===== config.mk =====
export PLATFORM = sky130hd
export DESIGN_NAME = lsu_uart_sequencer_flat
export DESIGN_NICKNAME = d
export VERILOG_FILES = /design/src/rtl/lsu_uart_pkg.sv /design/src/rtl/lsu_uart_sequencer_if.sv /design/src/rtl/lsu_uart_timeout.sv /design/src/rtl/lsu_uart_sequencer.sv /design/src/flat_wrapper.sv
export SDC_FILE = /design/constraint.sdc
export NUM_CORES = 1
export LEC_CHECK = 0
export BUFFER_PORTS_ARGS = -buffer_cell sky130_fd_sc_hd__buf_2
export CORE_MARGIN = 2
export CORE_UTILIZATION = 46
export DETAILED_ROUTE_END_ITERATION = 12
export GPL_TIMING_DRIVEN = 0
export PLACE_DENSITY = 0.86
export SYNTH_ARGS = -nofsm -noshare
export SYNTH_HDL_FRONTEND = slang
export SYNTH_SLANG_ARGS = --single-unit

===== constraint.sdc =====
create_clock -name clk -period 3.23 [get_ports clk]
set_clock_uncertainty 0.2 [all_clocks]
set_input_delay 0.646 -clock clk [delete_from_list [all_inputs] [get_ports clk]]
set_output_delay 0.646 -clock clk [all_outputs]
set_load 0.05 [all_outputs]

===== src/rtl/lsu_uart_pkg.sv =====
// Shared types and constants for the LSU-side UART access sequencer.
package lsu_uart_pkg;

    typedef enum logic [2:0] {
        IDLE,
        TX_WAIT,
        RX_WAIT,
        RX_POP,
        RESP
    } state_t;

    localparam logic [6:0] OPC_LOAD  = 7'b0000011;
    localparam logic [6:0] OPC_STORE = 7'b0100011;

    localparam logic [1:0] OFF_TX   = 2'd0;
    localparam logic [1:0] OFF_RX   = 2'd1;
    localparam logic [1:0] OFF_STAT = 2'd2;
    localparam logic [1:0] OFF_BRD  = 2'd3;

    localparam logic [31:0] RX_ERR_DATA = 32'hFFFF_FFFF;

    function automatic logic is_mem_op(input logic [6:0] opc);
        return (opc == OPC_LOAD) || (opc == OPC_STORE);
    endfunction

endpackage


===== src/rtl/lsu_uart_sequencer_if.sv =====
// LSU/UART side signals of the sequencer; slave = sequencer, master = environment.
interface lsu_uart_sequencer_if;
    logic [6:0]  opcode;
    logic [31:0] address;
    logic [31:0] data_in;
    logic        tx_full;
    logic        rx_empty;
    logic        rx_full;
    logic [9:0]  rx_data;
    logic        pipe_en;
    logic        tx_push;
    logic [7:0]  tx_data;
    logic        rx_pop;
    logic [15:0] brd;
    logic [31:0] rd_data;
    logic        rd_valid;
    logic        timeout_err;

    modport slave (
        input  opcode, address, data_in, tx_full, rx_empty, rx_full, rx_data,
        output pipe_en, tx_push, tx_data, rx_pop, brd, rd_data, rd_valid, timeout_err
    );

    modport master (
        output opcode, address, data_in, tx_full, rx_empty, rx_full, rx_data,
        input  pipe_en, tx_push, tx_data, rx_pop, brd, rd_data, rd_valid, timeout_err
    );
endinterface


===== src/rtl/lsu_uart_timeout.sv =====
// Wait-cycle counter; expire fires on the TIMEOUT-th enabled cycle after a clear.
module lsu_uart_timeout #(
    parameter int TIMEOUT = 1024
) (
    input  logic clk,
    input  logic rst,
    input  logic clr,
    input  logic en,
    output logic expire
);
    localparam int CW = (TIMEOUT > 2) ? $clog2(TIMEOUT) : 1;

    logic [CW-1:0] count;

    assign expire = en && (count == CW'(TIMEOUT - 1));

    always_ff @(posedge clk or posedge rst) begin
        if (rst)
            count <= '0;
        else if (clr)
            count <= '0;
        else if (en)
            count <= count + CW'(1);
    end
endmodule


===== src/rtl/lsu_uart_sequencer.sv =====
// Schedules LSU loads/stores that hit the UART window onto the TX/RX FIFOs,
// stalling the pipeline while a FIFO cannot accept or supply data.
module lsu_uart_sequencer #(
    parameter logic [3:0]  UART_BASE = 4'h8,
    parameter int          TIMEOUT   = 1024,
    parameter logic [15:0] BRD_RESET = 16'd868
) (
    input logic                 clk,
    input logic                 rst,
    lsu_uart_sequencer_if.slave bus
);
    import lsu_uart_pkg::*;

    state_t      state, state_nxt;
    logic [7:0]  tx_byte;
    logic [15:0] brd_q;
    logic [31:0] rd_q, rd_nxt;
    logic        err_q;

    logic        hit, is_store;
    logic [1:0]  off;
    logic        push_c, pop_c, stall_c, brd_we, err_set, rd_ld;
    logic        tmo_clr, tmo_en, tmo_exp;
    logic [7:0]  tx_sel;

    logic unused_bits;
    assign unused_bits = ^{bus.address[27:4], bus.address[1:0], bus.data_in[31:16]};

    lsu_uart_timeout #(.TIMEOUT(TIMEOUT)) u_timeout (
        .clk    (clk),
        .rst    (rst),
        .clr    (tmo_clr),
        .en     (tmo_en),
        .expire (tmo_exp)
    );

    always_comb begin
        hit       = (bus.address[31:28] == UART_BASE) && is_mem_op(bus.opcode);
        is_store  = (bus.opcode == OPC_STORE);
        off       = bus.address[3:2];
        state_nxt = state;
        push_c    = 1'b0;
        pop_c     = 1'b0;
        stall_c   = 1'b0;
        brd_we    = 1'b0;
        err_set   = 1'b0;
        rd_ld     = 1'b0;
        rd_nxt    = '0;
        tmo_clr   = 1'b0;
        tmo_en    = 1'b0;
        tx_sel    = bus.data_in[7:0];
        unique case (state)
            IDLE: if (hit) begin
                if (is_store) begin
                    case (off)
                        OFF_TX: begin
                            if (!bus.tx_full) begin
                                push_c = 1'b1;
                            end else begin
                                stall_c   = 1'b1;
                                tmo_clr   = 1'b1;
                                state_nxt = TX_WAIT;
                            end
                        end
                        OFF_BRD: brd_we = 1'b1;
                        default: ;
                    endcase
                end else begin
                    // Every UART load spends its request cycle stalled.
                    stall_c = 1'b1;
                    case (off)
                        OFF_RX: begin
                            tmo_clr   = 1'b1;
                            state_nxt = bus.rx_empty ? RX_WAIT : RX_POP;
                        end
                        OFF_STAT: begin
                            rd_ld     = 1'b1;
                            rd_nxt    = {29'b0, bus.rx_full, bus.rx_empty, bus.tx_full};
                            state_nxt = RESP;
                        end
                        OFF_BRD: begin
                            rd_ld     = 1'b1;
                            rd_nxt    = {16'b0, brd_q};
                            state_nxt = RESP;
                        end
                        default: begin
                            rd_ld     = 1'b1;
                            state_nxt = RESP;
                        end
                    endcase
                end
            end
            TX_WAIT: begin
                tmo_en = 1'b1;
                tx_sel = tx_byte;
                // A freed FIFO beats a simultaneous expiry; an abandoned store still retires.
                if (!bus.tx_full) begin
                    push_c    = 1'b1;
                    state_nxt = IDLE;
                end else if (tmo_exp) begin
                    err_set   = 1'b1;
                    state_nxt = IDLE;
                end else begin
                    stall_c = 1'b1;
                end
            end
            RX_WAIT: begin
                stall_c = 1'b1;
                tmo_en  = 1'b1;
                if (!bus.rx_empty) begin
                    state_nxt = RX_POP;
                end else if (tmo_exp) begin
                    err_set   = 1'b1;
                    rd_ld     = 1'b1;
                    rd_nxt    = RX_ERR_DATA;
                    state_nxt = RESP;
                end
            end
            RX_POP: begin
                stall_c   = 1'b1;
                pop_c     = 1'b1;
                rd_ld     = 1'b1;
                rd_nxt    = {22'b0, bus.rx_data};
                state_nxt = RESP;
            end
            RESP: state_nxt = IDLE;
            default: state_nxt = IDLE;
        endcase
    end

    // Outputs are forced to their idle values for as long as reset is held.
    assign bus.pipe_en     = rst | ~stall_c;
    assign bus.tx_push     = ~rst & push_c;
    assign bus.tx_data     = (~rst & push_c) ? tx_sel : 8'h00;
    assign bus.rx_pop      = ~rst & pop_c;
    assign bus.rd_valid    = ~rst & (state == RESP);
    assign bus.brd         = brd_q;
    assign bus.rd_data     = rd_q;
    assign bus.timeout_err = err_q;

    always_ff @(posedge clk or posedge rst) begin
        if (rst) begin
            state   <= IDLE;
            tx_byte <= '0;
            brd_q   <= BRD_RESET;
            rd_q    <= '0;
            err_q   <= 1'b0;
        end else begin
            state <= state_nxt;
            if (state == IDLE && state_nxt == TX_WAIT)
                tx_byte <= bus.data_in[7:0];
            if (brd_we)
                brd_q <= bus.data_in[15:0];
            if (rd_ld)
                rd_q <= rd_nxt;
            if (err_set)
                err_q <= 1'b1;
        end
    end
endmodule


===== src/flat_wrapper.sv =====
// flat-port wrapper written by rule: the top's interface ports become plain ports
module lsu_uart_sequencer_flat import lsu_uart_pkg::*;
#(
    parameter logic [3:0]  UART_BASE = 4'h8,
    parameter int          TIMEOUT   = 1024,
    parameter logic [15:0] BRD_RESET = 16'd868
)
  (clk, rst, bus_opcode, bus_address, bus_data_in, bus_tx_full, bus_rx_empty, bus_rx_full, bus_rx_data, bus_pipe_en, bus_tx_push, bus_tx_data, bus_rx_pop, bus_brd, bus_rd_data, bus_rd_valid, bus_timeout_err);
  lsu_uart_sequencer_if bus_i ();
  input logic clk;
  input logic rst;
  input wire logic [$bits(bus_i.opcode)-1:0] bus_opcode;
  input wire logic [$bits(bus_i.address)-1:0] bus_address;
  input wire logic [$bits(bus_i.data_in)-1:0] bus_data_in;
  input wire logic [$bits(bus_i.tx_full)-1:0] bus_tx_full;
  input wire logic [$bits(bus_i.rx_empty)-1:0] bus_rx_empty;
  input wire logic [$bits(bus_i.rx_full)-1:0] bus_rx_full;
  input wire logic [$bits(bus_i.rx_data)-1:0] bus_rx_data;
  output wire logic [$bits(bus_i.pipe_en)-1:0] bus_pipe_en;
  output wire logic [$bits(bus_i.tx_push)-1:0] bus_tx_push;
  output wire logic [$bits(bus_i.tx_data)-1:0] bus_tx_data;
  output wire logic [$bits(bus_i.rx_pop)-1:0] bus_rx_pop;
  output wire logic [$bits(bus_i.brd)-1:0] bus_brd;
  output wire logic [$bits(bus_i.rd_data)-1:0] bus_rd_data;
  output wire logic [$bits(bus_i.rd_valid)-1:0] bus_rd_valid;
  output wire logic [$bits(bus_i.timeout_err)-1:0] bus_timeout_err;
  assign bus_i.opcode = bus_opcode;
  assign bus_i.address = bus_address;
  assign bus_i.data_in = bus_data_in;
  assign bus_i.tx_full = bus_tx_full;
  assign bus_i.rx_empty = bus_rx_empty;
  assign bus_i.rx_full = bus_rx_full;
  assign bus_i.rx_data = bus_rx_data;
  assign bus_pipe_en = bus_i.pipe_en;
  assign bus_tx_push = bus_i.tx_push;
  assign bus_tx_data = bus_i.tx_data;
  assign bus_rx_pop = bus_i.rx_pop;
  assign bus_brd = bus_i.brd;
  assign bus_rd_data = bus_i.rd_data;
  assign bus_rd_valid = bus_i.rd_valid;
  assign bus_timeout_err = bus_i.timeout_err;
  lsu_uart_sequencer #(.UART_BASE(UART_BASE), .TIMEOUT(TIMEOUT), .BRD_RESET(BRD_RESET)) u_core (.clk(clk), .rst(rst), .bus(bus_i));
endmodule

==> flow_metrics.env <==
export IMPL_ios=147
export IMPL_avgSynthCellArea_um2=10.5
export IMPL_path_clk_slew_ns=0.11
export IMPL_grt_max_degree=39
export IMPL_crit_fanout=10
export IMPL_p_per_area_mw_per_mm2=532
export IMPL_clock_sinks=55
export IMPL_grt_total_usage_pct=21.2
export IMPL_reg2reg_depth=7
export IMPL_grt_pass1_vias=2512
export IMPL_htree_levels=2
export IMPL_grt_ovfl_total=0
export IMPL_yosys_top_cells_area="dfrtp_1 (43%), mux2_2 (9.2%), nand2_1 (4.7%), dfstp_2 (4.5%), buf_4 (4.3%)"
export IMPL_required_ns=2.38
export IMPL_arrival_ns=2.30
export IMPL_hold_ws_ns=0.149
export IMPL_ir_worst_vdd_mv=0.310
export IMPL_internal_power_w=0.00123
export IMPL_cts_made_buffers=5
export IMPL_syn_cell_area_mm2=0.00294
export IMPL_yosysUniqueCellTypes=52
export IMPL_crit_type="flip-flop to output port"
export IMPL_nFillCells=507
export IMPL_via_per_inst=5.35
export IMPL_p_switching_w=0.000760
export IMPL_startpoint_type="flip-flop"
export IMPL_place_area_mm2=0.00357
export IMPL_cpPeakStageDelay_ns=0.40
export IMPL_postLayoutCellArea_mm2=0.00373
export IMPL_critPathCaptureType="output port"
export IMPL_vias=2538
export IMPL_firstDrtPassIters=4
export IMPL_n_antenna_cell=0
export IMPL_synthFlopType="dfrtp_1"
export IMPL_fin_setup_tns_ns=0
export IMPL_combPwrFrac_pct=30.7
export IMPL_ant_nets=0
export IMPL_synth_edf_count=0
export IMPL_dp_final_hpwl_um=5440
export IMPL_synthCells=280
export IMPL_setup_violations=0
export IMPL_synthToLayoutAreaGrowth_pct=27.2
export IMPL_pwr_share_seq_pct=48.0
export IMPL_outcome="completed"
export IMPL_cts_tree="yes"
export IMPL_cap_viol_max_count=0
export IMPL_slowest_stage="dfrtp_1"
export IMPL_period_minus_slack_ns=3.14
export IMPL_post_route_period_util_pct=97.3
export IMPL_fp_dieH_um=83.9
export IMPL_dp_cells=462
export IMPL_clock_latency_ns=0.33
export IMPL_final_cells=474
export IMPL_row_count=29
export IMPL_drt_iter0_drc=168
export IMPL_cts_root_buf="clkbuf_8"
export IMPL_drive_gt1_share_pct=49.1
export IMPL_post_drt_wl_per_cell_um=15.2
export IMPL_report_final_slew_viol_count=0
export IMPL_hold_class="input pin to async pin"
export IMPL_place_ws_ns=0.0553
export IMPL_synth_top_cell_area_share_pct=42.6
export IMPL_crit_chain="buf_4 -> nor3_4 -> and4_4 -> a31oi_1 -> or3_1 -> buf_6 -> a21oi_1 -> buf_4"
export IMPL_synth_nets=367
export IMPL_cts_max_path_buffers=2
export IMPL_core_mm2=0.00628
export IMPL_globalplace_congestion=0.822
export IMPL_setup_ws_ns=0.0872
export IMPL_wl_um=7230
export IMPL_ys_warn_count=0
export IMPL_synth_top_cell_by_area="dfrtp_1"
export IMPL_dieArea_mm2=0.00704
export IMPL_p_sw_share_pct=38.2
export IMPL_hold_viol_final=0
export IMPL_p_leak_nw=1.93
export IMPL_final_nets=483
export IMPL_synthArstFlopShare_pct=100
export IMPL_relSlewSlack_pct=58.5
export IMPL_start_util_pct=46.8
export IMPL_cts_hold_buf=0
export IMPL_clock_power_share_pct=21.3
export IMPL_cpMostUsedCell="buf_4"
export IMPL_grt_antenna_before_repair=0
export IMPL_drc=0
export IMPL_fmax_ghz=0.318
export IMPL_grt_pass1_wl_um=12100
export IMPL_synth_seq_cells=55
export IMPL_fp_dieW_um=83.9
export IMPL_portBuffers=104
export IMPL_tightest_slew_ns=0.620
export IMPL_ys_seq_area_share_pct=47.1
sequential cells by signal, summed over array words and instances, names as in the netlist:
name	flops
u_core.u_timeout.count	10
u_core.bus.brd	16
u_core.state	3
u_core.tx_byte	8
u_core.bus.timeout_err	1
u_core.bus.rd_data	17
Yosys cell counts (2+ instances only):
library cell and number:
mux2_2 24, xnor2_1 4, nand4_1 3, dfstp_2 5, o21ai_0 10, nor2_1 23
a221oi_1 7, or2_2 5, nor4b_1 2, nand3b_1 3, a21oi_1 18, xor2_1 6
and3_1 4, a2bb2oi_1 3, nand3_1 7, buf_6 3, nand2_1 37, mux2i_1 3
dfrtp_1 50, inv_1 5, clkbuf_1 2, nor3_4 2, buf_4 17, and2_1 2
a21oi_2 4, buf_2 5
timing repair:
item	CTS	global route
setup endpoints to repair	8	7
setup buffers	1	3
pin swaps	1	1
gates resized for setup	8	1
final cells by class:
cell class / instances / area, µm² / share of cell area, %
clock inverter: 3 / 33.8 / 0.905
sequential: 55 / 1380 / 37.0
tap: 77 / 96.3 / 2.58
multi-input combinational: 193 / 1350 / 36.1
inverter: 5 / 18.8 / 0.503
buffer: 27 / 194 / 5.19
clock buffer: 5 / 68.8 / 1.84
timing repair buffer: 109 / 591 / 15.8
metrics by stage:
step / total power [W] / utilization, %
6_report: 0.00199 / 59.5
3_5_place_dp: 0.00157 / 56.9
2_1_floorplan: 0.00139 / -
5_1_grt: 0.00208 / 59.5
4_1_cts: 0.00199 / 59.0
3_3_place_gp: 0.00153 / 56.6
cells in the final DEF, fill, tap and decap left out, types with 4 or more instances in the layout:
cell,instances
a21oi_1,18
a21oi_2,4
a221oi_1,7
and3_1,4
buf_2,101
buf_4,29
clkbuf_8,5
dfrtp_1,50
dfstp_2,5
inv_1,4
mux2_2,24
nand2_1,37
nand3_1,7
nor2_1,23
o21ai_0,10
or2_2,5
xnor2_1,4
xor2_1,6
cell families (layout without fill, tap and decap cells):
kind of cell / Yosys count / in the layout / synth area share (%)
and+or+nand+nor: 103 / 103 / 19.1
muxes: 28 / 28 / 10.7
xor gates and xnor gates: 10 / 10 / 2.98
DFF: 55 / 55 / 47.1
buffers and inverters: 32 / 149 / 7.25
AOI/OAI and AO/OA: 51 / 51 / 12.4
adders and majority gates: 1 / 1 / 0.426
power groups by stage:
stage	sequential (W)	combinational, W	clock (W)
finish	0.000954	0.000610	0.000423
global route	0.000972	0.000655	0.000457
CTS	0.000951	0.000610	0.000424
detailed placement	0.000964	0.000605	0
global placement	0.000948	0.000583	0
floorplan	0.00111	0.000281	0
final timing paths:
path	endpoint	startpoint	slack, ns
max	bus_tx_data[7]	u_core.state[0]	0.09
min	u_core.bus.brd[7]	rst	0.15
max reg2reg	u_core.bus.brd[1]	u_core.state[0]	0.85
min reg2reg	u_core.bus.timeout_err	u_core.bus.timeout_err	0.29
max in group asynchronous	u_core.bus.brd[6]	rst	2.10
min in group clk	u_core.bus.timeout_err	u_core.bus.timeout_err	0.29
worst max-delay path: cells and delay by family (launching register included):
kind,cells,cell delay [ns]
DFF,1,0.40
and+or+nand+nor,3,0.81
AOI/OAI and AO/OA,2,0.21
buffers and inverters,3,0.56
routing by layer:
layer / track usage [%] / share of wire [%] / up-vias
li1: - / - / 1203
met1: 27.7 / 41 / 1240
met2: 36.3 / 53 / 87
met3: 3.76 / 5.0 / 8
met4: 5.57 / 0.97 / 0
met5: 0 / 0 / -
No activity file was read; power rests on OpenSTA's default activity.
